### config.mk
export PLATFORM = sky130hd
export DESIGN_NAME = rtc_multi_alarm
export DESIGN_NICKNAME = d
export VERILOG_FILES = /design/src/rtl/rtc_pkg.sv /design/src/rtl/rtc_alarm_chan.sv /design/src/rtl/rtc_multi_alarm.sv
export SDC_FILE = /design/constraint.sdc
export NUM_CORES = 1
export LEC_CHECK = 0
export CAP_MARGIN = 0
export CORE_ASPECT_RATIO = 0.7
export CORE_MARGIN = 2
export CORE_UTILIZATION = 45
export DETAILED_ROUTE_END_ITERATION = 12
export GPL_TIMING_DRIVEN = 0
export PLACE_DENSITY_LB_ADDON = 0.15
export SLEW_MARGIN = 10
export SYNTH_ARGS = -nofsm -noshare
export SYNTH_HDL_FRONTEND = slang
export SYNTH_SLANG_ARGS = --single-unit
### constraint.sdc
create_clock -name clk -period 19.62 [get_ports clk]
set_input_delay 1.962 -clock clk [delete_from_list [all_inputs] [get_ports clk]]
set_output_delay 1.962 -clock clk [all_outputs]
set_load 0.05 [all_outputs]
### src/rtl/rtc_pkg.sv
// Field layout of the time/calendar/alarm-config buses, alarm mode encodings
// and Gregorian calendar helpers shared by the RTC core and its alarm channels.
package rtc_pkg;

    localparam int TIME_W   = 24;
    localparam int SEC_LSB  = 0;
    localparam int MIN_LSB  = 8;
    localparam int HOUR_LSB = 16;

    localparam int CAL_W    = 36;
    localparam int YEAR_LSB = 0;
    localparam int MON_LSB  = 16;
    localparam int WDAY_LSB = 24;
    localparam int DAY_LSB  = 28;

    localparam int CFG_W        = 31;
    localparam int CFG_WDAY_LSB = 0;
    localparam int CFG_DAY_LSB  = 4;
    localparam int CFG_MIN_LSB  = 12;
    localparam int CFG_HOUR_LSB = 20;
    localparam int CFG_MODE_LSB = 28;
    localparam int CFG_EN_BIT   = 30;

    typedef enum logic [1:0] {
        MODE_DAILY  = 2'd0,
        MODE_WEEKLY = 2'd1,
        MODE_DATE   = 2'd2,
        MODE_HOURLY = 2'd3
    } alarm_mode_e;

    function automatic logic is_leap(input logic [15:0] year);
        logic div4, div100, div400;
        div4   = (year[1:0] == 2'b00);
        div100 = ((year % 16'd100) == 16'd0);
        div400 = ((year % 16'd400) == 16'd0);
        return (div4 && !div100) || div400;
    endfunction

    // Out-of-range months report 31; callers validate the month separately.
    function automatic logic [7:0] days_in_month(input logic [7:0] month, input logic [15:0] year);
        logic [7:0] d;
        case (month)
            8'd2:                    d = is_leap(year) ? 8'd29 : 8'd28;
            8'd4, 8'd6, 8'd9, 8'd11: d = 8'd30;
            default:                 d = 8'd31;
        endcase
        return d;
    endfunction

endpackage

### src/rtl/rtc_alarm_chan.sv
// One alarm channel: config register, match against the next-state time/calendar,
// and a sticky pending flag where a new match beats a simultaneous clear.
module rtc_alarm_chan
    import rtc_pkg::*;
(
    input  logic             clk,
    input  logic             rst,
    input  logic             wr_i,
    input  logic [CFG_W-1:0] cfg_i,
    input  logic             clr_i,
    input  logic             eval_i,
    input  logic [7:0]       hour_i,
    input  logic [7:0]       min_i,
    input  logic [7:0]       day_i,
    input  logic [3:0]       wday_i,
    output logic             pending_o,
    output logic             en_o
);

    logic [CFG_W-1:0] cfg_q;
    logic             pending_q;
    logic             pending_d;
    logic             hm_match;
    logic             hit;
    alarm_mode_e      mode;

    always_comb begin
        mode     = alarm_mode_e'(cfg_q[CFG_MODE_LSB +: 2]);
        hm_match = (hour_i == cfg_q[CFG_HOUR_LSB +: 8]) && (min_i == cfg_q[CFG_MIN_LSB +: 8]);
        case (mode)
            MODE_DAILY:  hit = hm_match;
            MODE_WEEKLY: hit = hm_match && (wday_i == cfg_q[CFG_WDAY_LSB +: 4]);
            MODE_DATE:   hit = hm_match && (day_i == cfg_q[CFG_DAY_LSB +: 8]);
            MODE_HOURLY: hit = (min_i == cfg_q[CFG_MIN_LSB +: 8]);
            default:     hit = 1'b0;
        endcase
        hit = hit && eval_i && cfg_q[CFG_EN_BIT];

        pending_d = pending_q;
        if (hit) begin
            pending_d = 1'b1;
        end else if (clr_i) begin
            pending_d = 1'b0;
        end
    end

    always_ff @(posedge clk) begin
        if (rst) begin
            cfg_q     <= '0;
            pending_q <= 1'b0;
        end else begin
            if (wr_i) begin
                cfg_q <= cfg_i;
            end
            pending_q <= pending_d;
        end
    end

    assign pending_o = pending_q;
    assign en_o      = cfg_q[CFG_EN_BIT];

endmodule

### src/rtl/rtc_multi_alarm.sv
// RTC core: 1 Hz prescaler, time-of-day, leap-aware calendar and NUM_ALARMS alarm
// channels. Host loads are range-checked; rejected loads pulse set_err one cycle later.
module rtc_multi_alarm
    import rtc_pkg::*;
#(
    parameter int CLK_DIV    = 50000000,
    parameter int NUM_ALARMS = 4,
    parameter int RESET_YEAR = 2000,
    parameter int AW         = (NUM_ALARMS > 1) ? $clog2(NUM_ALARMS) : 1
) (
    input  logic                  clk,
    input  logic                  rst,
    input  logic                  set_time,
    input  logic [TIME_W-1:0]     set_full_time,
    input  logic                  set_cal,
    input  logic [CAL_W-1:0]      set_full_cal,
    input  logic                  alarm_wr,
    input  logic [AW-1:0]         alarm_sel,
    input  logic [CFG_W-1:0]      alarm_cfg,
    input  logic [NUM_ALARMS-1:0] alarm_clr,
    output logic [TIME_W-1:0]     full_time,
    output logic [CAL_W-1:0]      full_cal,
    output logic                  tick,
    output logic [NUM_ALARMS-1:0] alarm_pending,
    output logic                  alarm_irq,
    output logic                  set_err
);

    localparam int            PW      = $clog2(CLK_DIV);
    localparam logic [PW-1:0] CNT_MAX = PW'(CLK_DIV - 1);

    logic [PW-1:0] cnt_q, cnt_d;
    logic [7:0]    sec_q, sec_d, min_q, min_d, hour_q, hour_d;
    logic [7:0]    day_q, day_d, mon_q, mon_d;
    logic [3:0]    wday_q, wday_d;
    logic [15:0]   year_q, year_d;
    logic          set_err_q, set_err_d;

    logic [7:0]  st_hour, st_min, st_sec, sc_day, sc_mon;
    logic [3:0]  sc_wday;
    logic [15:0] sc_year;
    logic        time_ok, cal_ok, tick_w, day_roll, eval_w;

    assign st_hour = set_full_time[HOUR_LSB +: 8];
    assign st_min  = set_full_time[MIN_LSB +: 8];
    assign st_sec  = set_full_time[SEC_LSB +: 8];
    assign sc_day  = set_full_cal[DAY_LSB +: 8];
    assign sc_wday = set_full_cal[WDAY_LSB +: 4];
    assign sc_mon  = set_full_cal[MON_LSB +: 8];
    assign sc_year = set_full_cal[YEAR_LSB +: 16];

    assign time_ok = set_time && (st_hour < 8'd24) && (st_min < 8'd60) && (st_sec < 8'd60);
    assign cal_ok  = set_cal && (sc_mon >= 8'd1) && (sc_mon <= 8'd12)
                  && (sc_wday >= 4'd1) && (sc_wday <= 4'd7)
                  && (sc_day >= 8'd1) && (sc_day <= days_in_month(sc_mon, sc_year));
    // An accepted time load restarts the second, so it swallows a coincident tick.
    assign tick_w  = !rst && (cnt_q == CNT_MAX) && !time_ok;

    always_comb begin
        cnt_d     = (time_ok || tick_w) ? '0 : cnt_q + PW'(1);
        sec_d     = sec_q;
        min_d     = min_q;
        hour_d    = hour_q;
        day_d     = day_q;
        wday_d    = wday_q;
        mon_d     = mon_q;
        year_d    = year_q;
        day_roll  = 1'b0;
        set_err_d = (set_time && !time_ok) || (set_cal && !cal_ok);

        if (tick_w) begin
            if (sec_q >= 8'd59) begin
                sec_d = 8'd0;
                if (min_q >= 8'd59) begin
                    min_d = 8'd0;
                    if (hour_q >= 8'd23) begin
                        hour_d   = 8'd0;
                        day_roll = 1'b1;
                    end else begin
                        hour_d = hour_q + 8'd1;
                    end
                end else begin
                    min_d = min_q + 8'd1;
                end
            end else begin
                sec_d = sec_q + 8'd1;
            end
        end

        if (day_roll) begin
            wday_d = (wday_q >= 4'd7) ? 4'd1 : wday_q + 4'd1;
            if (day_q >= days_in_month(mon_q, year_q)) begin
                day_d = 8'd1;
                if (mon_q >= 8'd12) begin
                    mon_d  = 8'd1;
                    year_d = year_q + 16'd1;
                end else begin
                    mon_d = mon_q + 8'd1;
                end
            end else begin
                day_d = day_q + 8'd1;
            end
        end

        if (time_ok) begin
            hour_d = st_hour;
            min_d  = st_min;
            sec_d  = st_sec;
        end
        if (cal_ok) begin
            day_d  = sc_day;
            wday_d = sc_wday;
            mon_d  = sc_mon;
            year_d = sc_year;
        end

        eval_w = tick_w && (sec_d == 8'd0);
    end

    always_ff @(posedge clk) begin
        if (rst) begin
            cnt_q     <= '0;
            sec_q     <= 8'd0;
            min_q     <= 8'd0;
            hour_q    <= 8'd0;
            day_q     <= 8'd1;
            wday_q    <= 4'd1;
            mon_q     <= 8'd1;
            year_q    <= 16'(RESET_YEAR);
            set_err_q <= 1'b0;
        end else begin
            cnt_q     <= cnt_d;
            sec_q     <= sec_d;
            min_q     <= min_d;
            hour_q    <= hour_d;
            day_q     <= day_d;
            wday_q    <= wday_d;
            mon_q     <= mon_d;
            year_q    <= year_d;
            set_err_q <= set_err_d;
        end
    end

    logic [NUM_ALARMS-1:0] en_w;

    for (genvar i = 0; i < NUM_ALARMS; i++) begin : g_chan
        rtc_alarm_chan u_chan (
            .clk       (clk),
            .rst       (rst),
            .wr_i      (alarm_wr && (alarm_sel == AW'(i))),
            .cfg_i     (alarm_cfg),
            .clr_i     (alarm_clr[i]),
            .eval_i    (eval_w),
            .hour_i    (hour_d),
            .min_i     (min_d),
            .day_i     (day_d),
            .wday_i    (wday_d),
            .pending_o (alarm_pending[i]),
            .en_o      (en_w[i])
        );
    end

    assign full_time = {hour_q, min_q, sec_q};
    assign full_cal  = {day_q, wday_q, mon_q, year_q};
    assign tick      = tick_w;
    assign alarm_irq = |(alarm_pending & en_w);
    assign set_err   = set_err_q;

endmodule

==> Word-level counts from Yosys, hierarchy flattened <==
Index checks and enable logic that the tools add are counted.
{ "totals": {"reg_bits": 215, "inputBits": 102, "output_inout_bits": 67, "word_cells": 208} }
{ "op_classes": {"addsub": 8, "div": 4, "n_lt_le_gt_ge": 15, "eq_ne": 42, "muxes": 47, "bitwise": 1, "reduce_logical": 74} }
{ "ops": {"columns": ["op", "count"], "rows": [
  ["two-way mux 8 bit", 20],
  ["equality test 8 bit", 12],
  ["logical NOT 16 bit", 4],
  ["two-way mux 16 bit", 4],
  ["adder 8 x 1 -> 8 bit (second input constant)", 5],
  ["logical AND 1 bit", 40],
  ["equality test 8 x 3 -> 1 bit (second input constant)", 4],
  ["equality test 8 x 4 -> 1 bit (second input constant)", 4],
  ["remainder unit 16 x 7 -> 16 bit (second input constant)", 2],
  ["remainder unit 16 x 9 -> 16 bit (second input constant)", 2],
  ["adder 26 x 1 -> 26 bit (second input constant)", 1],
  ["equality test 26 bit (second input constant)", 1],
  ["equality test 2 bit (second input constant)", 10],
  ["adder 16 x 1 -> 16 bit (second input constant)", 1],
  ["equality test 4 bit", 4],
  ["equality test 8 x 2 -> 1 bit (second input constant)", 2],
  [">= comparator 8 x 1 -> 1 bit (second input constant)", 2],
  [">= comparator 8 x 6 -> 1 bit (second input constant)", 2],
  ["less-than comparator 8 x 6 -> 1 bit (second input constant)", 2],
  ["case mux 1 bit (4 select lines)", 4],
  ["logical NOT 2 bit", 7],
  ["two-way mux 1 bit", 14],
  ["nonzero test 2 bit", 7],
  ["two-way mux 4 bit", 3],
  ["20 further kinds", 34]
]} }

==> Longest topological paths before layout <==
Gate-level depths: netlist (run 1).
{ "logic_depth": {"ltp_word": 18, "mapped_depth": 40, "ltp_nobuf": 36} }

==> Modules after synthesis <==
A second synthesis (run 1) with hierarchy kept.
{ "unflattened": {"cells_unflattened": 1825, "hier_area_um2": 14841.7} }
{ "by_module_without_submodules": {"columns": ["mod", "n_inst", "cells_each", "area_each_um2", "seq_area_each_um2"], "rows": [
  ["rtc_multi_alarm", 1, 1221, 8811.0, 1741.7],
  ["rtc_alarm_chan", 4, 151, 1507.7, 640.6]
]} }

==> Least setup slack after synthesis (run 1) <==
Ideal clock, no wire load.
{ "synth_path": {"kind": "input to register", "start": "input port set_full_cal[12]", "end": "register g_chan[0].u_chan.pending_q", "setup_time_ns": 0.070, "arrival_time_ns": 9.447, "required_time_ns": 19.550, "setup_slack_ns": 10.103, "path_stages": 35, "n_path_buf": 2, "path_cell_list": "buf_2 -> o311a_1 -> a211oi_1 -> o22ai_1 -> o31ai_2 -> a211oi_2 -> o21ai_1 -> a32oi_1 -> a21o_1 -> o311ai_1 -> or2_2 -> o32ai_1 -> o311a_1 -> a211oi_2 -> a41oi_1 -> a2111oi_2 -> nor2_1 -> o221ai_1 -> mux2i_1 -> a41o_1 -> a31oi_1 -> ha_1 -> a21oi_1 -> o21ai_0 -> nand4_1 -> clkbuf_1 -> nor2_1 -> a31oi_1 -> xor2_1 -> or4_1 -> o22ai_1 -> a21oi_1 -> o32ai_1 -> nand4_1 -> a21oi_1"} }
{ "synth_between": {"elab_chain_cells": 16, "word_cells_on_any_way": 22, "classes_between": "div: 2; order compare: 1; eq/ne: 2; mux: 6; reduce/logical: 11"} }
{ "synth_rtl": {"columns": ["element", "line", "text"], "rows": [
  ["from (decl)", "rtc_multi_alarm.sv:16", "input logic [CAL_W-1:0] set_full_cal,"],
  ["remainder unit 16 x 7 -> 16 bit", "rtc_pkg.sv:34", "div100 = ((year % 16'd100) == 16'd0);"],
  ["logical NOT 16 bit", "rtc_pkg.sv:34", null],
  ["logical NOT 1 bit", "rtc_pkg.sv:36", "return (div4 && !div100) || div400;"],
  ["logical AND 1 bit", "rtc_pkg.sv:36", null],
  ["logical OR 1 bit (*)", "rtc_pkg.sv:36", null],
  ["two-way mux 1 bit (*)", "rtc_pkg.sv:43", "8'd2: d = is_leap(year) ? 8'd29 : 8'd28;"],
  ["case mux 2 bit (2 select lines) (*)", "rtc_pkg.sv:42", "case (month)"],
  ["<= comparator 8 bit (*)", "rtc_multi_alarm.sv:55", "&& (sc_day >= 8'd1) && (sc_day <= days_in_month(sc_mon, sc_year));"],
  ["logical AND 1 bit (*)", "rtc_multi_alarm.sv:55", null],
  ["two-way mux 8 bit or two-way mux 4 bit (tied branches)", "rtc_multi_alarm.sv:110", "if (cal_ok) begin"],
  ["equality test 8 bit or equality test 4 bit (tied branches)", "rtc_alarm_chan.sv:33, rtc_alarm_chan.sv:32", null],
  ["logical AND 1 bit, on equally long branches", "rtc_alarm_chan.sv:33, rtc_alarm_chan.sv:32", null],
  ["case mux 1 bit (4 select lines) (*)", "rtc_alarm_chan.sv:30", "case (mode)"],
  ["logical AND 1 bit (*) (2 in a row)", "rtc_alarm_chan.sv:37", "hit = hit && eval_i && cfg_q[CFG_EN_BIT];"],
  ["two-way mux 1 bit or nonzero test 2 bit (tied branches)", null, null],
  ["to (signal assigned)", "rtc_alarm_chan.sv:55", "pending_q <= pending_d;"],
  ["to (decl)", "rtc_alarm_chan.sv:21", "logic pending_q;"]
]} }
Mark *: on every way between the ends. The rest lies on a longest branch, timed or not.
A chain may end at the register's enable or synchronous reset.

==> Final worst setup path (run 1) <==
{ "layout_path": {"start": "input port set_full_cal[11]", "end": "register g_chan[2].u_chan.pending_q"} }
{ "layout_between": {"elab_chain_cells": 16, "word_cells_on_any_way": 22, "classes_between": "div: 2; order compare: 1; eq/ne: 2; mux: 6; reduce/logical: 11"} }
{ "layout_rtl": {"columns": ["element", "line"], "rows": [
  ["remainder unit 16 x 7 -> 16 bit", "rtc_pkg.sv:34"],
  ["logical NOT 16 bit", "rtc_pkg.sv:34"],
  ["logical NOT 1 bit", "rtc_pkg.sv:36"],
  ["logical AND 1 bit", "rtc_pkg.sv:36"],
  ["logical OR 1 bit (*)", "rtc_pkg.sv:36"],
  ["two-way mux 1 bit (*)", "rtc_pkg.sv:43"],
  ["case mux 2 bit (2 select lines) (*)", "rtc_pkg.sv:42"],
  ["<= comparator 8 bit (*)", "rtc_multi_alarm.sv:55"],
  ["logical AND 1 bit (*)", "rtc_multi_alarm.sv:55"],
  ["two-way mux 8 bit or two-way mux 4 bit (tied branches)", "rtc_multi_alarm.sv:110"],
  ["equality test 8 bit or equality test 4 bit (tied branches)", "rtc_alarm_chan.sv:33, rtc_alarm_chan.sv:32"],
  ["logical AND 1 bit, on equally long branches", "rtc_alarm_chan.sv:33, rtc_alarm_chan.sv:32"],
  ["case mux 1 bit (4 select lines) (*)", "rtc_alarm_chan.sv:30"],
  ["logical AND 1 bit (*) (2 in a row)", "rtc_alarm_chan.sv:37"],
  ["two-way mux 1 bit or nonzero test 2 bit (tied branches)", null],
  ["to (signal assigned)", "rtc_alarm_chan.sv:55"],
  ["to (decl)", "rtc_alarm_chan.sv:21"]
]} }
Marks and branches as above.

==> impl.org, run 1 <==
** Clocking
- Clock-pin slew was measured on the worst setup and hold paths at about 0.060 ns.
- Clock latency on the worst-skew pair :: between 0.5 and 0.6 ns
- Number of hold buffers added after cts :: 0
- TritonCTS created 24 clock buffers.
- Clock tree synthesis selected as its root buffer the cell sky130_fd_sc_hd__clkbuf_16.
- Total of cells resized after clock tree synthesis :: 0
- Setup bufs post-CTS :: 0
- TritonCTS clock tree :: built
- In this run the number of H-tree levels came out at 1.
- Counting every sink on the clock net gives 215.
- Maximum buffer depth of the clock tree :: 3

** Timing
- Hold WS :: around 0.47 ns
- Worst Slack Setup Final :: 7.663 ns
- Setup violations remaining at the end of the flow were counted as 0.
- In this run the tightest slew margin relative to its limit is 0.2480.
- The final number of max-transition violations came to 0.
- At the pin with the least slew margin, the transition time is roughly 1.1 ns.
- The number of endpoints with negative hold slack in the final report was 0.
- Final worst clock skew :: roughly 0.013 ns
- Summed over all failing endpoints, the final setup total negative slack is 0 ns.
- Setup repair after global routing missed its margin :: no
- Upper clock frequency limit :: 83.63 MHz
- Final worst path period share :: 0.6094
- The worst path in the final design needs a cycle of approximately 12 ns, including I/O delays and setup.

** Flow run
- Max-cap violations in this run came to 0.

** Global routing
- Overall track demand over capacity in global routing :: 0.2763
- Summed over all layers, the global routing overflow is 0.
- The first global-routing pass estimated 74350 microns of wire.
- Entering global routing, the biggest net connects 14 pins.
- The number of global-route vias before repair is around 13k.
- Antenna violations before repair :: 1

** Yosys
- Netlist area before placement :: about 14000 sq um
- Cell variety after synth :: about 100
- Synthesis produced a netlist whose cell count is around 1.9k.
- In this run, synthesis inferred 0 flip-flops with an integrated enable.
- A synthesized cell averages 7.494 sq um.
- Flops & latches, synth :: between 200 and 250
- For this run, asynchronously set or reset flops after synthesis account for 0.
- Commonest register cell after synthesis :: sky130_fd_sc_hd__dfxtp_1
- The Yosys step of the flow raised 0 warnings.
- Net count after synthesis :: around 2.0k
- Sequential fraction of the synthesis area :: 0.2993

** Finish
- Layout filler cell count :: slightly below 3k
- Area Overhead vs Synth :: 20.65%
- The repair_antennas step left the layout with diodes totalling 0.
- Nets :: approximately 2.2k
- Finished layout cell area :: about 17000 sq um
- Proportion of layout cells with a drive suffix above 1 :: 0.06344

** Placement
- Detail Placement HPWL :: between 30000 and 40000 microns
- At the placement stage, the worst setup path has a slack of 7.424 ns.
- In this run the cell area measured after placement is about 17000 sq um.
- The congestion estimate from routability-driven global placement came to 0.9225.
- Buffers placed on the I/O ports in this run total 163.

** Floorplanning
- In this run the core area contains 54 standard-cell rows.
- The die covers 33430 sq um.
- For this configuration, the core starts out at a cell density of 0.4597.
- Ports placed on the boundary :: 169
- Height of the chip :: between 150 and 200 microns
- From left edge to right edge, the die measures 217.7 microns.
- The total area inside the core boundary comes to ~31000 sq um.

** Worst setup path
- Counting both buffers and inverters, the worst setup path holds a total of 2.
- CP Data Arrival Time :: ~12 ns
- For this run, the slowest stage of the critical path takes between 0.7 and 0.8 ns.
- The critical path is of the in -> reg type.
- At the worst endpoint, the required time is approximately 20 ns.
- Category of the worst setup path launch point :: input port
- STA classifies the critical path endpoint as a flip-flop.
- The cell that appears most often on the critical path is sky130_fd_sc_hd__a21oi_1.
- In this run the worst path has a maximum fanout of 10.
- Library cell contributing the largest single delay on the critical path :: sky130_fd_sc_hd__a31oi_1
- The kind of cell with the highest combined delay along the critical path is compound AO/OA/AOI/OAI gates.

** Drt
- Met3 WL :: roughly 4300 microns
- In the routed design, unresolved DRC markers number 0.
- Dividing the detail-routed wire length by the instance count gives roughly 19 microns.
- The routed design has just under 50000 microns of wire.
- Summed over all nets, wire length on met2 after detailed routing comes to ~19000 microns.
- Via count :: between 15k and 20k
- Top metal layer carrying routed signals :: met4
- Count of nets left with antenna violations after detail routing :: 0
- After detailed routing, the number of vias per cell comes to 5.982.
- 1st-iter DRT viols :: about 1.6k
- Met1 WL :: around 24000 microns
- Count of TritonRoute iterations in the first routing pass :: 5

** Power and ir drop
- VDD IR-drop max :: roughly 0.067 mV
- Static leakage :: slightly above 6 nW
- For this design the ratio of total power to cell area is 67.68 nW/um^2.

** Hold path
- Worst Hold Class :: reg -> reg

** Outcome
- Status :: finished, final reports clean
==> power breakdown <==
group          internal (mW)  switching (mW)  leakage (nW)
Clock                  0.258           0.190         0.390
Sequential             0.446         0.00724          1.74
Combinational          0.109           0.164          3.96
==> path summary, 6_finish.rpt <==
path,from,to,slack [ns],depth (start not counted)
setup / recovery,set_full_cal[11],g_chan[2].u_chan.pending_o,7.66,35
hold / removal,g_chan[1].u_chan.cfg_q[8],g_chan[1].u_chan.cfg_q[8],0.47,2
setup reg to reg,year_q[13],g_chan[2].u_chan.pending_o,9.12,38
hold reg to reg,g_chan[1].u_chan.cfg_q[8],g_chan[1].u_chan.cfg_q[8],0.47,2
==> layout make-up <==
cell class              count  area, sq um  area share
flip-flops and latches    215         4304      0.2481
well taps                 420        525.5     0.03029
repair buffers            165         1647     0.09490
clock inverters            10        90.09    0.005192
plain buffers             114        500.5     0.02885
multi-input cells        1542         9415      0.5427
clock buffers              34        688.2     0.03966
inverters                  48        180.2     0.01038
==> per-stage QoR <==
step           instances    util  total power, mW
2_1_floorplan       1919       -           0.6499
3_3_place_gp        2502  0.5287           0.7236
3_5_place_dp        2504  0.5296           0.7271
4_1_cts             2548  0.5544            1.174
5_1_grt             2548  0.5546            1.219
6_report            2548  0.5546            1.174
==> cells in the final DEF, fill, tap and decap left out, types with 16 or more instances in the layout <==
| cell type | instances |
|---|---|
| sky130_fd_sc_hd__nand3_1 | 57 |
| sky130_fd_sc_hd__a211oi_1 | 20 |
| sky130_fd_sc_hd__a21oi_1 | 187 |
| sky130_fd_sc_hd__o21ai_0 | 44 |
| sky130_fd_sc_hd__and2_1 | 16 |
| sky130_fd_sc_hd__nand2_1 | 343 |
| sky130_fd_sc_hd__a31oi_1 | 21 |
| sky130_fd_sc_hd__o32ai_1 | 17 |
| sky130_fd_sc_hd__and3_1 | 19 |
| sky130_fd_sc_hd__clkbuf_1 | 76 |
| sky130_fd_sc_hd__ha_1 | 28 |
| sky130_fd_sc_hd__or2_2 | 16 |
| sky130_fd_sc_hd__nor2b_1 | 23 |
| sky130_fd_sc_hd__clkbuf_16 | 24 |
| sky130_fd_sc_hd__nand4_1 | 34 |
| sky130_fd_sc_hd__buf_2 | 22 |
| sky130_fd_sc_hd__nor3_1 | 39 |
| sky130_fd_sc_hd__dfxtp_1 | 215 |
| sky130_fd_sc_hd__nor2_1 | 157 |
| sky130_fd_sc_hd__inv_1 | 46 |
| sky130_fd_sc_hd__xnor2_1 | 88 |
| sky130_fd_sc_hd__clkdlybuf4s50_1 | 163 |
| sky130_fd_sc_hd__o211ai_1 | 17 |
| sky130_fd_sc_hd__xor2_1 | 74 |
| sky130_fd_sc_hd__o21ai_1 | 16 |
| sky130_fd_sc_hd__or3_1 | 21 |
==> logic make-up after synthesis <==
| group | count (synthesis) | share of synthesized area |
|---|---|---|
| buf+inv | 162 | 0.04733 |
| fa+ha+maj | 28 | 0.02436 |
| xor+xnor | 165 | 0.1021 |
| mux | 19 | 0.01427 |
| flops | 215 | 0.2993 |
| simple gates | 830 | 0.2775 |
| compound gates | 500 | 0.2352 |
==> synth_stat cells, types with 19 or more instances <==
cell	number	area share
sky130_fd_sc_hd__inv_1	46	0.012
sky130_fd_sc_hd__nor2_1	157	0.041
sky130_fd_sc_hd__a21oi_1	187	0.065
sky130_fd_sc_hd__nor2b_1	23	0.010
sky130_fd_sc_hd__nand4_1	34	0.015
sky130_fd_sc_hd__and3_1	19	0.0083
sky130_fd_sc_hd__or3_1	21	0.0091
sky130_fd_sc_hd__nor3_1	39	0.014
sky130_fd_sc_hd__a31oi_1	21	0.0091
sky130_fd_sc_hd__xor2_1	74	0.045
sky130_fd_sc_hd__o21ai_0	44	0.015
sky130_fd_sc_hd__xnor2_1	88	0.054
sky130_fd_sc_hd__a211oi_1	20	0.010
sky130_fd_sc_hd__dfxtp_1	215	0.30
sky130_fd_sc_hd__nand3_1	57	0.020
sky130_fd_sc_hd__ha_1	28	0.024
sky130_fd_sc_hd__clkbuf_1	71	0.019
sky130_fd_sc_hd__buf_2	22	0.0077
sky130_fd_sc_hd__nand2_1	343	0.090
==> flip-flops by register name, summed over array words and instances, names as in the netlist <==
name	flops
hour_q	8
g_chan.u_chan.cfg_q	124
g_chan.u_chan.pending_o	4
mon_q	8
year_q	16
day_q	8
set_err	1
cnt_q	26
sec_q	8
min_q	8
wday_q	4
==> per-layer routing <==
layer	vias to the layer above	global-route usage
met4	0	0.05479
met3	64	0.04649
met5	-	0
li1	7279	-
met2	610	0.3881
met1	7289	0.4352
==> tightest hold or removal path: stages (launching register included) <==
cell,delay [ns]
sky130_fd_sc_hd__dfxtp_1,0.31
sky130_fd_sc_hd__nand2_1,0.05
sky130_fd_sc_hd__a21oi_1,0.05
Note: power is estimated with default switching activity, not from simulation.
==> run 2: changes to the inputs <==
clock period = 12 ns   (was 19.62 ns; I/O delays follow)
==> impl.org, run 2 (synthesis gave the netlist of run 1 again) <==
** Outcome
- The run finished with clean final reports.

** Worst setup path
- Gate family responsible for the most delay along the worst path :: compound AO/OA/AOI/OAI gates
- The endpoint identified for the worst register-to-register timing path is g_chan[2].u_chan.pending_o.
- Library cell contributing the largest single delay on the critical path :: sky130_fd_sc_hd__nor2_1
- Critical Path Most Common Cell :: sky130_fd_sc_hd__a21oi_1
- The largest driver fanout on the critical path is 10 (unchanged).
- CP Data Arrival Time :: 11.54 ns (-0.89 ns)
- In this run the critical register-to-register path is launched from year_q[13].
- Cell depth of the worst flop-to-flop path :: 37 (-2.6%)
- The worst setup path is captured at a flip-flop.
- Critical path buffer and inverter count :: 2 (unchanged)
- Category of the worst setup path launch point :: input port
- The worst stage delay on the critical path is 0.63 ns (-0.10 ns).
- Data required, critical path :: 12.47 ns (-7.62 ns)
- R2r setup slk :: 1.55 ns (-7.57 ns)
- The path length in cells of the critical path is 36 (+2.9%).
- Kind of critical path :: in -> reg

** Floorplanning
- The area enclosed by the die boundary was 33430 sq um (unchanged).
- Ports placed on the boundary :: 169 (unchanged)
- The die outline width is 217.7 microns (unchanged).
- Effective utilization at floorplan :: 0.4597 (unchanged)
- The die height came to 153.6 microns (unchanged).
- The number of standard-cell rows in the floorplan came to 54 (unchanged).
- The core outline area is 31280 sq um (unchanged).

** Clocking
- Number of hold buffers added after cts :: 0 (unchanged)
- The CTS clock-pin slew for the worst setup and hold paths came to 0.06 ns (about the same).
- The clock sink total was 215 (unchanged).
- The clock latency reported for the late side of the worst-skew pair is 0.54 ns (about the same).
- Maximum buffer depth of the clock tree :: 3 (unchanged)
- Number of buffers inserted during clock tree synthesis :: 24 (unchanged)
- TritonCTS built the clock tree.
- Clock tree synthesis selected as its root buffer the cell sky130_fd_sc_hd__clkbuf_16.
- The number of post-CTS setup repair buffers came to 0 (unchanged).
- H-tree depth :: 1 (unchanged)

** Global routing
- The final global-route overflow total came to 0 (unchanged).
- The global routing stage identified its most utilized layer as met1.
- GR Layer Usage met3 :: 0.04649 (unchanged)
- The first-pass GRT wire length is 74350 microns (unchanged).
- Number of global-route vias before repair :: 13.48k (unchanged)
- The pin count of the biggest net entering global routing came to 14 (unchanged).
- The initial antenna violation count is 1 (unchanged).
- The global-route track usage on met2 came to 0.3881 (unchanged).
- Overall track demand over capacity in global routing :: 0.2763 (unchanged)
- The met1 capacity usage during global routing came to 0.4352 (unchanged).

** Timing
- The measured slew at the worst slew-check pin is 1.099 ns (-0.0004082 ns).
- The setup TNS is 0 ns (unchanged).
- The final number of max-transition violations is 0 (unchanged).
- Upper clock frequency limit :: 90.29 MHz
- Dividing the final minimum period by the clock period gives 0.9229.
- Max_slew headroom :: 0.2482 (+0.0002790)
- The final setup violation count was 0 (unchanged).
- The post-route clock skew was 0.01163 ns (-0.001447 ns).
- Final critical delay including setup and external delays :: ~11 ns
- The number of endpoints with negative hold slack in the final report is 0 (unchanged).
- Setup repair after global routing missed its margin :: no
- The slack of the critical path was 0.9250 ns (-6.738 ns).

** Finish
- The library cell used most frequently in the layout, excluding fill and tap cells, is sky130_fd_sc_hd__nand2_1.
- Final core utilization :: 0.5549 (about the same)
- The number of nets in the finished design was 2240 (unchanged).
- The flip-flop count of the largest register after layout is 124 (unchanged).
- The count of inserted antenna diode cells was 0 (unchanged).
- The area growth from synthesis to layout is 20.71% (about the same).
- The share of cells above drive strength 1 came to 0.06438 (+0.0009398).
- Register bank with the most flops :: g_chan.u_chan.cfg_q
- Leading cell types in the layout, fill and taps excluded :: sky130_fd_sc_hd__nand2_1 (343), sky130_fd_sc_hd__dfxtp_1 (215), sky130_fd_sc_hd__a21oi_1 (187)
- Largest registers :: g_chan.u_chan.cfg_q (124), cnt_q (26), year_q (16)

** Drt
- Post-DR vias/cell :: 5.975 (-0.12%)
- Count of nets left with antenna violations after detail routing :: 0 (unchanged)
- Drc violations :: 0 (unchanged)
- The iteration count of the initial detailed-routing pass was 6 (+1).
- The detailed-route via count is 15.22k (-0.12%).
- Total wirelength of the detailed-routed design :: 48270 microns (+0.21%)
- Routed len/inst :: 18.95 microns (+0.21%)
- The number of DRC markers after the initial detailed-route iteration is 1477 (-5.1%).

** Hold path
- For hold timing, the worst endpoint is g_chan[1].u_chan.cfg_q[8].
- Number of stages on the worst hold path :: 2 (unchanged)
- In this run the most critical hold path is launched from g_chan[1].u_chan.cfg_q[8].
- In this run the worst hold path is classified as reg -> reg.

** Flow run
- Max-cap check violation count :: 0 (unchanged)

** Placement
- Count of buffers inserted at the top-level ports :: 163 (unchanged)
- Detail Placement HPWL :: 37260 microns (unchanged)
- Weighted congestion at the end of routability-driven global placement :: 0.9225 (unchanged)
- The post-placement setup slack came to 0.5655 ns (-6.858 ns).

** Power and ir drop
- Static leakage :: 6.089 nW (about the same)
- PD cells :: 110.8 nW/um^2 (+64%)
- VDD IR-drop max :: 0.1090 mV (+62%)
run 2: cell counts in the layout (fill, tap and decap cells not counted):
No cell type changed its count.
run 2: final cells by class:
cell class | instances | area (sq um)
fill | 2971 | 13920
inverter | 48 | 180.2
buffer | 114 | 500.5
sequential | 215 | 4304
clock inverter | 10 | 90.09
clock buffer | 34 | 688.2
tap | 420 | 525.5
multi-input combinational | 1542 | 9424
timing repair buffer | 165 | 1647
run 2: metal layers:
| layer | part of all wire | up-vias |
|---|---|---|
| met5 | 0 | - |
| met4 | 0.019 | 0 |
| met3 | 0.086 | 62 |
| met2 | 0.40 | 595 |
| met1 | 0.50 | 7287 |
| li1 | - | 7280 |
run 2: worst max-delay path by stage:
stage / from / to / slack, ns
floorplan: set_full_cal[12] / g_chan[0].u_chan.pending_o / 3.24
global placement: set_full_cal[11] / g_chan[1].u_chan.pending_o / 0.57
detailed placement: set_full_cal[11] / g_chan[1].u_chan.pending_o / 0.57
CTS: set_full_cal[11] / g_chan[1].u_chan.pending_o / 1.04
global route: set_full_cal[11] / g_chan[1].u_chan.pending_o / 0.09
finish: set_full_cal[11] / g_chan[2].u_chan.pending_o / 0.92
run 2: through the flow:
step | total power [mW] | hold slack (ns) | std cells | area (sq um)
after floorplan | 1.063 | 0.4260 | 1919 | 14380
after global placement | 1.183 | 0.4509 | 2502 | 16540
after detailed placement | 1.189 | 0.4581 | 2504 | 16570
after CTS | 1.919 | 0.4665 | 2548 | 17340
after global routing | 1.993 | 0.4831 | 2548 | 17360
final | 1.923 | 0.4663 | 2548 | 17360
run 2: timing repair:
action | in CTS | in global routing
setup endpoints to repair | 0 | 2
gates resized for setup | 0 | 2
endpoints found under the hold margin | 0 | 0
run 2: tightest hold or removal path, stage by stage (launching register included):
cell,delay [ns]
sky130_fd_sc_hd__dfxtp_1,0.31
sky130_fd_sc_hd__nand2_1,0.05
sky130_fd_sc_hd__a21oi_1,0.05
run 2: power by group:
part	internal (mW)	leakage [nW]	switching (mW)
Clock	0.422	0.390	0.312
Sequential	0.729	1.74	0.0118
Combinational	0.179	3.96	0.269
Total	1.33	6.09	0.592
==> run 3: changes to the inputs <==
GPL_ROUTABILITY_DRIVEN = 0   (was default)
==> impl.org, run 3 (synthesis gave the netlist of run 1 again) <==
** Global routing
- Number of global-route vias before repair :: 13.55k (+0.54%)
- Wire length of the first global-routing pass :: 74520 microns (+0.22%)
- The global-route usage over all layers was 0.2770 (+0.0006506).
- The pin count of the biggest net entering global routing is 14 (unchanged).
- The final global-route overflow total is 0 (unchanged).
- Antenna violations before repair :: 1 (unchanged)

** Timing
- Setup repair after global routing left no endpoint under its margin.
- # setup viols final :: 0 (unchanged)
- The tightest hold margin came to 0.4656 ns (-0.0007550 ns).
- Final worst path period share :: 0.9120 (-0.01093)
- The final number of max-transition violations is 0 (unchanged).
- The timing-limited maximum frequency came to 91.38 MHz (+1.2%).
- The setup TNS came to 0 ns (unchanged).
- The headroom to the max-slew limit was 0.2268 (-0.02146).
- The slack of the critical path came to 1.056 ns (+0.1312 ns).
- Worst slew pin tran :: 1.160 ns (+0.06062 ns)
- The number of endpoints with negative hold slack in the final report came to 0 (unchanged).
- The post-route clock skew is 0.01387 ns (+0.002238 ns).
- The clock period minus worst slack came to 10.94 ns (-0.1312 ns).

** Placement
- The post-placement setup slack was 0.6036 ns (+0.03806 ns).
- The number of buffers inserted by port buffering was 163 (unchanged).
- Detail Placement HPWL :: 36870 microns (-1.1%)
- The total cell area at the placement stage was 16570 sq um (unchanged).

** Floorplanning
- Core Area :: 31280 sq um (unchanged)
- Effective utilization at floorplan :: 0.4597 (unchanged)
- The die height was 153.6 microns (unchanged).
- Number of placement rows :: 54 (unchanged)
- Chip width :: 217.7 microns (unchanged)
- The area enclosed by the die boundary came to 33430 sq um (unchanged).
- The count of boundary I/O pins is 169 (unchanged).

** Finish
- The largest registers in the layout are g_chan.u_chan.cfg_q (124), cnt_q (26), year_q (16).
- The share of cells above drive strength 1 came to 0.06303 (-0.001351).
- Nets :: 2240 (unchanged)
- Leading cell types in the layout, fill and taps excluded :: sky130_fd_sc_hd__nand2_1 (343), sky130_fd_sc_hd__dfxtp_1 (215), sky130_fd_sc_hd__a21oi_1 (187)
- Leaving out fill and tap cells, the most frequent cell in the layout is sky130_fd_sc_hd__nand2_1.
- The final instance area is 17360 sq um (about the same).
- The count of inserted antenna diode cells is 0 (unchanged).
- Register bank with the most flops :: g_chan.u_chan.cfg_q
- The flip-flop count of the largest register after layout came to 124 (unchanged).
- Area Overhead vs Synth :: 20.73% (about the same)

** Worst setup path
- Largest stage delay on the critical path :: 0.70 ns (+0.07 ns)
- Data required, critical path :: 12.46 ns (about the same)
- CP Data Arrival Time :: 11.40 ns (-0.14 ns)
- The worst reg2reg path depth is 39 (+5.4%).
- The worst register-to-register path ends at g_chan[1].u_chan.pending_o.
- Maximum fanout count along the critical path :: 10 (unchanged)
- Reg2reg start :: year_q[11]
- The slowest stage of the critical path belongs to the cell sky130_fd_sc_hd__a31oi_1.
- Category of the worst setup path launch point :: input port
- Crit end category :: flip-flop
- The cell that appears most often on the critical path is sky130_fd_sc_hd__nor2_1.
- Kind of critical path :: in -> reg
- Capture point of the worst path :: g_chan[1].u_chan.pending_o
- R2r setup slk :: 1.74 ns (+0.19 ns)
- The critical path starts at set_full_cal[11].

** Clocking
- Maximum buffer depth of the clock tree :: 3 (unchanged)
- The clock latency reported for the late side of the worst-skew pair was 0.53 ns (about the same).
- The number of H-tree levels was 1 (unchanged).
- The number of CTS-inserted buffers came to 24 (unchanged).
- The quantity of hold-fixing buffers added after cts is 0 (unchanged).
- The CTS clock-pin slew for the worst setup and hold paths is 0.06 ns (about the same).
- Clock net sink count :: 215 (unchanged)
- The cell sitting at the root of the clock tree is a sky130_fd_sc_hd__clkbuf_16.
- TritonCTS built the clock tree.

** Drt
- The per-cell via count in the routed design is 5.960 (-0.25%).
- Drc violations :: 0 (unchanged)
- Total wirelength of the detailed-routed design :: 47800 microns (-0.98%)
- The detailed-route via count came to 15.17k (-0.33%).
- 1st-iter DRT viols :: 1857 (+26%)
- Count of TritonRoute iterations in the first routing pass :: 5 (-1)
- Count of nets left with antenna violations after detail routing :: 0 (unchanged)
- Routed len/inst :: 18.77 microns (-0.90%)

** Power and ir drop
- Static leakage :: 6.091 nW (about the same)
- Design Power :: 1.932 mW (+0.50%)
- The peak ir drop on the vdd network was 0.1134 mV (+4.0%).
- PD cells :: 111.3 nW/um^2 (+0.48%)

** Flow run
- Max-cap check violation count :: 0 (unchanged)

** Hold path
- Worst Hold Class :: reg -> reg
- Number of stages on the worst hold path :: 2 (unchanged)

** Outcome
- Status :: finished, final reports clean
==> run 3: cell count changes in the layout (fill, tap and decap cells not counted) <==
| cell | before | now |
|---|---|---|
| sky130_fd_sc_hd__a31oi_1 | 20 | 21 |
| sky130_fd_sc_hd__a31oi_2 | 1 | 0 |
| sky130_fd_sc_hd__bufinv_16 | 1 | 2 |
| sky130_fd_sc_hd__clkbuf_16 | 24 | 25 |
| sky130_fd_sc_hd__clkbuf_8 | 5 | 3 |
| sky130_fd_sc_hd__clkinv_2 | 7 | 5 |
| sky130_fd_sc_hd__clkinv_8 | 1 | 0 |
| sky130_fd_sc_hd__inv_6 | 0 | 1 |
==> run 3: worst max-delay path, delay by kind of cell <==
kind	cells	cell delay (ns)
compound gates	18	5.41
simple gates	10	1.73
buf+inv	4	1.42
mux	3	1.22
fa+ha+maj	1	0.25
xor+xnor	1	0.15
==> run 3: metal layers <==
metal	vias up	GRT usage	wire (microns)
met3	68	0.04253	4129
met2	615	0.3922	19130
met1	7229	0.4378	23720
met5	-	0	10
li1	7260	-	-
met4	2	0.05121	807
==> run 3: worst min path at each step <==
stage                                      endpoint  slack [ns]                      start
final                     g_chan[1].u_chan.cfg_q[7]        0.47  g_chan[1].u_chan.cfg_q[7]
after global routing      g_chan[3].u_chan.cfg_q[6]        0.48  g_chan[3].u_chan.cfg_q[6]
after CTS                 g_chan[1].u_chan.cfg_q[7]        0.47  g_chan[1].u_chan.cfg_q[7]
after detailed placement                   cnt_q[0]        0.46                   cnt_q[0]
after global placement                     cnt_q[0]        0.45                   cnt_q[0]
after floorplan                            cnt_q[0]        0.43                   cnt_q[0]
==> run 3: area by class of cell <==
class                   count  area, sq um
plain buffers             114        500.5
clock buffers              33        685.7
clock inverters             9        102.6
fillers                  2945        13920
inverters                  48        180.2
multi-input cells        1542         9418
flip-flops and latches    215         4304
well taps                 420        525.5
repair buffers            165         1647
==> run 3: what timing repair did <==
item | in CTS | in global routing
setup endpoints to repair | 0 | 1
buffers inserted | 0 | 0
gates resized for setup | 0 | 1
==> run 3: power by group <==
group	internal (mW)	total (mW)	switching [mW]
combinational	0.179	0.446	0.267
sequential	0.729	0.740	0.0115
clock	0.442	0.746	0.304
total	1.35	1.93	0.582
==> run 3: stage by stage <==
step / utilization / std cells
6_report: 0.5550 / 2546
5_1_grt: 0.5550 / 2546
4_1_cts: 0.5548 / 2546
3_5_place_dp: 0.5296 / 2504
3_3_place_gp: 0.5287 / 2502
2_1_floorplan: - / 1919
==> variant 1: new RTL, flow settings as in run 3 <==
Register the output `alarm_pending`, cleared by the reset; this adds one clock of latency there. The other outputs are not delayed to match.
--- a/src/rtl/rtc_multi_alarm.sv
+++ b/src/rtl/rtc_multi_alarm.sv
@@ -30,2 +30,4 @@
     localparam logic [PW-1:0] CNT_MAX = PW'(CLK_DIV - 1);
+
+    logic [NUM_ALARMS-1:0] alarm_pending_d;
 
@@ -157,3 +159,3 @@
             .wday_i    (wday_d),
-            .pending_o (alarm_pending[i]),
+            .pending_o (alarm_pending_d[i]),
             .en_o      (en_w[i])
@@ -165,4 +167,12 @@
     assign tick      = tick_w;
-    assign alarm_irq = |(alarm_pending & en_w);
+    assign alarm_irq = |(alarm_pending_d & en_w);
     assign set_err   = set_err_q;
+
+    always_ff @(posedge clk) begin
+        if (rst) begin
+            alarm_pending <= '0;
+        end else begin
+            alarm_pending <= alarm_pending_d;
+        end
+    end
 
Function: no difference found for any inputs over 10 cycles, from zero or initial values and one cycle with rst high; that may be too few to reach the edited logic, so the function may still have changed.
==> variant 1 against run 3 <==
Routed wire length increased by 4.2%; via count increased by 1.2%; clock skew up 0.011 ns; cell area increased by 1.3%; non-clock buffer count unchanged; worst setup slack improved by 0.23 ns; sequential share of layout area rose by 0.14 points; sequential cell count up 4; area after synthesis rose by 1.9%; total power grew 13%; global-route usage is 0.49 points higher; critical endpoint is now g_chan[2].u_chan.pending_o$_SDFFE_PP0P_; largest cell class unchanged; largest power group is now sequential cells.
==> variant 1: results (changes against run 3) <==
PLACED DESIGN
---------------------------------------------------------------------------------
Detailed placer's ending HPWL                                             38.2 mm   was 36.9 mm
Area after DPL                                                        0.0168 mm^2   was 0.0166 mm^2
Buffers on Ports                                                              164   was 163

ROUTING
---------------------------------------------------------------------------------
DR WL/cell                                                                19.2 um   was 18.8 um
DRC marker count from the first detailed-route iteration                     1725   was 1857
Via Count                                                                   15361   was 15174
Number of optimization iterations in the first detailed-route pass              6   was 5

FINISH
---------------------------------------------------------------------------------
Filler Cells Inserted                                                        3124   was 2945
Registers with the most flip-flops                                   g_chan.u_chan.cfg_q: 124 flops, cnt_q: 26 flops, year_q: 16 flops   unchanged
Final nets                                                                   2278   was 2240
Ratio of cells with drive above 1 in the final layout                       6.20%   was 6.30%

POWER
---------------------------------------------------------------------------------
Reported leakage power                                                    6.33 nW   was 6.09 nW
Largest voltage drop on the vdd net                                     0.0933 mV   was 0.113 mV

CLOCK TREE
---------------------------------------------------------------------------------
Resize count post-CTS                                                           0   unchanged
CTS HTree Levels                                                                1   unchanged
Number of buffers created by CTS                                               23   was 24
Post-CTS Setup Bufs                                                             0   unchanged

YOSYS
---------------------------------------------------------------------------------
Most instantiated cells after synthesis                              344 x sky130_fd_sc_hd__nand2_1, 219 x sky130_fd_sc_hd__dfxtp_1, 195 x sky130_fd_sc_hd__a21oi_1   was 343 x sky130_fd_sc_hd__nand2_1, 215 x sky130_fd_sc_hd__dfxtp_1, 187 x sky130_fd_sc_hd__a21oi_1
Largest cells by area after synthesis                                sky130_fd_sc_hd__dfxtp_1 30%, sky130_fd_sc_hd__nand2_1 8.8%, sky130_fd_sc_hd__a21oi_1 6.7%   was sky130_fd_sc_hd__dfxtp_1 30%, sky130_fd_sc_hd__nand2_1 9.0%, sky130_fd_sc_hd__a21oi_1 6.5%
Number of unique standard cell types used by synthesis                        105   was 104
Sequential-to-total area share from yosys stat                              29.9%   about the same
Mapped Nets                                                                  2089   was 2049

GLOBAL ROUTING
---------------------------------------------------------------------------------
Vias in the first global route                                              13446   was 13548
Global-route wire length before repair                                    76.2 mm   was 74.5 mm
Met2 GRT Util                                                               38.2%   was 39.2%
Global-route met3 utilization                                               4.59%   was 4.25%
Global-route usage over all layers                                          28.2%   was 27.7%
Met1 capacity usage during global routing                                   46.0%   was 43.8%

SETUP PATH
---------------------------------------------------------------------------------
Highest cell delay on the worst timing path                               0.62 ns   was 0.70 ns
Cell family with most CP delay                                       compound AO/OA/AOI/OAI gates   unchanged
Cell at the slowest stage of the critical path                       sky130_fd_sc_hd__a311oi_1   was sky130_fd_sc_hd__a31oi_1
Data arrival time of the worst path                                      11.20 ns   was 11.40 ns

OUTCOME
---------------------------------------------------------------------------------
Run status                                                           finished, final reports clean   unchanged

STA
---------------------------------------------------------------------------------
Worst-Margin Slew                                                         1.09 ns   was 1.16 ns
Setup Skew                                                              0.0250 ns   was 0.0139 ns

variant 1: cell types whose count changed in the layout (fill, tap and decap cells not counted), sizes merged, moves of 7 or more:
cell   before  now
inv        47   56
a22oi      12    5
o21ai      61   82
o32ai      17    7
and3       19   29
a211o       4   11
nor4       16   23
a21oi     188  196
nand4      34   27
variant 1: area by class of cell:
class | count | share of cell area (%)
multi-input cells | 1568 | 54.4
flip-flops and latches | 219 | 24.9
repair buffers | 164 | 9.33
clock buffers | 34 | 3.85
well taps | 427 | 3.04
plain buffers | 115 | 2.85
inverters | 57 | 1.22
clock inverters | 4 | 0.398
diodes | 1 | 0.0142
variant 1: path summary, 6_finish.rpt:
kind | startpoint | end | slack (ns) | cells past startpoint
hold reg to reg | g_chan[1].u_chan.cfg_q[22]$_SDFFE_PP0P_ | g_chan[1].u_chan.cfg_q[22]$_SDFFE_PP0P_ | 0.46 | 2
hold / removal | g_chan[1].u_chan.cfg_q[22]$_SDFFE_PP0P_ | g_chan[1].u_chan.cfg_q[22]$_SDFFE_PP0P_ | 0.46 | 2
setup / recovery | set_full_cal[11] | g_chan[2].u_chan.pending_o$_SDFFE_PP0P_ | 1.28 | 37
setup reg to reg | year_q[13]$_SDFFE_PP0P_ | g_chan[1].u_chan.pending_o$_SDFFE_PP0P_ | 1.66 | 36
variant 1: per-layer routing:
metal  share of wire (%)  routed length [um]  up-vias
met5                   0                   0        -
met4                 1.4                 707        0
met3                 9.1                4540       52
met2                  39               19400      695
met1                  50               25100     7243
li1                    -                   -     7371
variant 1: tightest hold or removal path: stages, from the launching register on:
cell and delay (ns):
sky130_fd_sc_hd__dfxtp_1 0.31, sky130_fd_sc_hd__nand2_1 0.05, sky130_fd_sc_hd__a21oi_1 0.05
variant 1: report_power, final:
group          total, mW  leakage [nW]  switching [mW]  internal (mW)
combinational      0.680          4.19           0.408          0.272
sequential         0.757          1.77          0.0143          0.743
clock              0.738         0.369           0.308          0.430
total               2.17          6.33           0.730           1.44
variant 1: kinds of logic (layout without fill, tap and decap cells):
family | Yosys count | after routing | share of synthesized area (%)
XOR/XNOR | 158 | 158 | 9.59
flip-flops | 219 | 219 | 29.9
multiplexers | 24 | 24 | 1.76
buffers and inverters | 172 | 374 | 4.88
adder cells (fa/ha/maj) | 28 | 28 | 2.39
AO/OA/AOI/OAI | 533 | 533 | 24.7
AND/OR/NAND/NOR | 825 | 825 | 26.8
other | 0 | 1 | 0
variant 1: metrics by stage:
step,utilization (%),instances,setup slack (ns)
after floorplan,-,1959,3.39
after global placement,52.3,2550,1.06
after detailed placement,52.3,2550,0.882
after CTS,54.6,2588,1.41
after global routing,54.6,2589,0.522
final,54.6,2589,1.28
==> variant 2: new RTL, config.mk and constraints of run 3 <==
Without the edit above. Set the parameter `RESET_YEAR` to 1000 (it was 2000).
--- a/src/rtl/rtc_multi_alarm.sv
+++ b/src/rtl/rtc_multi_alarm.sv
@@ -7,3 +7,3 @@
     parameter int NUM_ALARMS = 4,
-    parameter int RESET_YEAR = 2000,
+    parameter int RESET_YEAR = 1000,
     parameter int AW         = (NUM_ALARMS > 1) ? $clog2(NUM_ALARMS) : 1
Behaviour: not the same (Yosys sat finds a counterexample within 4 cycles, from zero or initial values and one cycle with rst high).
==> variant 2 against run 3 <==
Total power increased by 4.3%; cell area increased by 1.5%; routed wire length shrank 0.89%; area after synthesis grew 2.6%; largest power group is now sequential cells; clock power fell by 6.4%; worst setup slack worse by 0.34 ns; sequential cell count unchanged; combinational power up 29%; die area up 2.6%.
==> variant 2: results (changes against run 3) <==
SETUP PATH
------------------------------------------------------------------------------------------
Startpoint of the worst register-to-register path                             year_q[14]$_SDFFE_PP0P_   was year_q[11]$_SDFFE_PP0P_
Highest cell delay on the worst timing path                                        0.66 ns   was 0.70 ns
Cell at the slowest stage of the critical path                                sky130_fd_sc_hd__a2111oi_0   was sky130_fd_sc_hd__a31oi_1
Register-to-Register Setup Slack                                                   1.20 ns   was 1.74 ns

CLOCK TREE
------------------------------------------------------------------------------------------
Number of buffers created by CTS                                                        23   was 24

YOSYS
------------------------------------------------------------------------------------------
Multiplexer fraction of the synthesized cell area                                    1.70%   was 1.43%
Fraction of the mapped netlist area in compound gates                                24.6%   was 23.5%
Largest cells by area after synthesis                                         sky130_fd_sc_hd__dfxtp_1 29%, sky130_fd_sc_hd__nand2_1 8.8%, sky130_fd_sc_hd__a21oi_1 6.4%   was sky130_fd_sc_hd__dfxtp_1 30%, sky130_fd_sc_hd__nand2_1 9.0%, sky130_fd_sc_hd__a21oi_1 6.5%
Mapped Nets                                                                           2110   was 2049
Share of synthesized cell area in full adder, half adder and majority cells          2.44%   about the same

ROUTING
------------------------------------------------------------------------------------------
Via count normalized by instance count                                                5.93   was 5.96
DR WL/cell                                                                         18.2 um   was 18.8 um
Number of optimization iterations in the first detailed-route pass                       6   was 5

PLACED DESIGN
------------------------------------------------------------------------------------------
Post-Place Setup Slack                                                            0.520 ns   was 0.604 ns
Detailed placer's ending HPWL                                                      36.9 mm   about the same
Buffers on Ports                                                                       161   was 163
Count of placed standard cells including taps                                         2568   was 2504

GLOBAL ROUTING
------------------------------------------------------------------------------------------
Vias in the first global route                                                       13719   was 13548
Global-route usage over all layers                                                   27.1%   was 27.7%
Global-route wire length before repair                                             74.9 mm   was 74.5 mm

POWER
------------------------------------------------------------------------------------------
Largest voltage drop on the vdd net                                              0.0938 mV   was 0.113 mV
Reported leakage power                                                             6.08 nW   was 6.09 nW

OUTCOME
------------------------------------------------------------------------------------------
Run status                                                                    finished, final reports clean   unchanged

STA
------------------------------------------------------------------------------------------
Setup Skew                                                                       0.0218 ns   was 0.0139 ns

MIN PATH
------------------------------------------------------------------------------------------
Start point of the worst hold path                                            g_chan[1].u_chan.cfg_q[5]$_SDFFE_PP0P_   was g_chan[1].u_chan.cfg_q[7]$_SDFFE_PP0P_
Endpoint, Worst Hold                                                          g_chan[1].u_chan.cfg_q[5]$_SDFFE_PP0P_   was g_chan[1].u_chan.cfg_q[7]$_SDFFE_PP0P_

==> variant 2: changes by cell type after synthesis, moves of 8 or more <==
cell                       delta
sky130_fd_sc_hd__nor2_1      +25
sky130_fd_sc_hd__clkbuf_1    +18
sky130_fd_sc_hd__nor2b_1     +10
sky130_fd_sc_hd__buf_2        -8
==> variant 2: worst max path at each step <==
| stage | startpoint | to | slack [ns] | cells after the start |
|---|---|---|---|---|
| 2_1_floorplan | year_q[13]$_SDFFE_PP0P_ | g_chan[0].u_chan.pending_o$_SDFFE_PP0P_ | 3.07 | 38 |
| 3_3_place_gp | set_full_cal[10] | g_chan[2].u_chan.pending_o$_SDFFE_PP0P_ | 0.62 | 37 |
| 3_5_place_dp | set_full_cal[10] | g_chan[1].u_chan.pending_o$_SDFFE_PP0P_ | 0.52 | 38 |
| 4_1_cts | year_q[14]$_SDFFE_PP0P_ | g_chan[1].u_chan.pending_o$_SDFFE_PP0P_ | 1.05 | 40 |
| 5_1_grt | set_full_cal[10] | g_chan[1].u_chan.pending_o$_SDFFE_PP0P_ | 0.12 | 38 |
| 6_report | set_full_cal[10] | g_chan[2].u_chan.pending_o$_SDFFE_PP0P_ | 0.72 | 38 |
==> variant 2: metrics by stage <==
step,hold WS [ns],utilization [%],instance area (um^2),power [mW]
2_1_floorplan,0.426,-,14800,1.16
3_3_place_gp,0.449,52.4,16900,1.30
3_5_place_dp,0.458,52.4,16900,1.31
4_1_cts,0.466,54.6,17600,2.01
5_1_grt,0.481,54.6,17600,2.10
6_report,0.467,54.6,17600,2.02
==> variant 2: area by class of cell <==
type | count | area (um^2)
multi-input cells | 1591 | 9740
fillers | 3038 | 14600
plain buffers | 123 | 533
inverters | 51 | 191
well taps | 427 | 534
clock buffers | 30 | 602
flip-flops and latches | 215 | 4300
diodes | 2 | 5.00
clock inverters | 8 | 101
repair buffers | 161 | 1610
==> variant 2: where the power goes <==
part	leakage, nW	internal [mW]	total, mW	switching (mW)
clock network	0.333	0.396	0.698	0.302
registers	1.74	0.729	0.741	0.0122
logic	4.01	0.228	0.576	0.348
total	6.08	1.35	2.02	0.662
==> variant 2: routing by layer <==
| layer | vias to the layer above | GRT usage [%] | share of wire [%] |
|---|---|---|---|
| met5 | - | 0 | 0 |
| met4 | 0 | 6.81 | 2.3 |
| met3 | 65 | 3.81 | 8.4 |
| met2 | 702 | 37.7 | 40 |
| met1 | 7259 | 42.8 | 49 |
| li1 | 7446 | - | - |
==> variant 2: tightest hold or removal path: stages, from the launching register on <==
cell	delay, ns
sky130_fd_sc_hd__dfxtp_1	0.32
sky130_fd_sc_hd__nand2_1	0.05
sky130_fd_sc_hd__a21oi_1	0.05
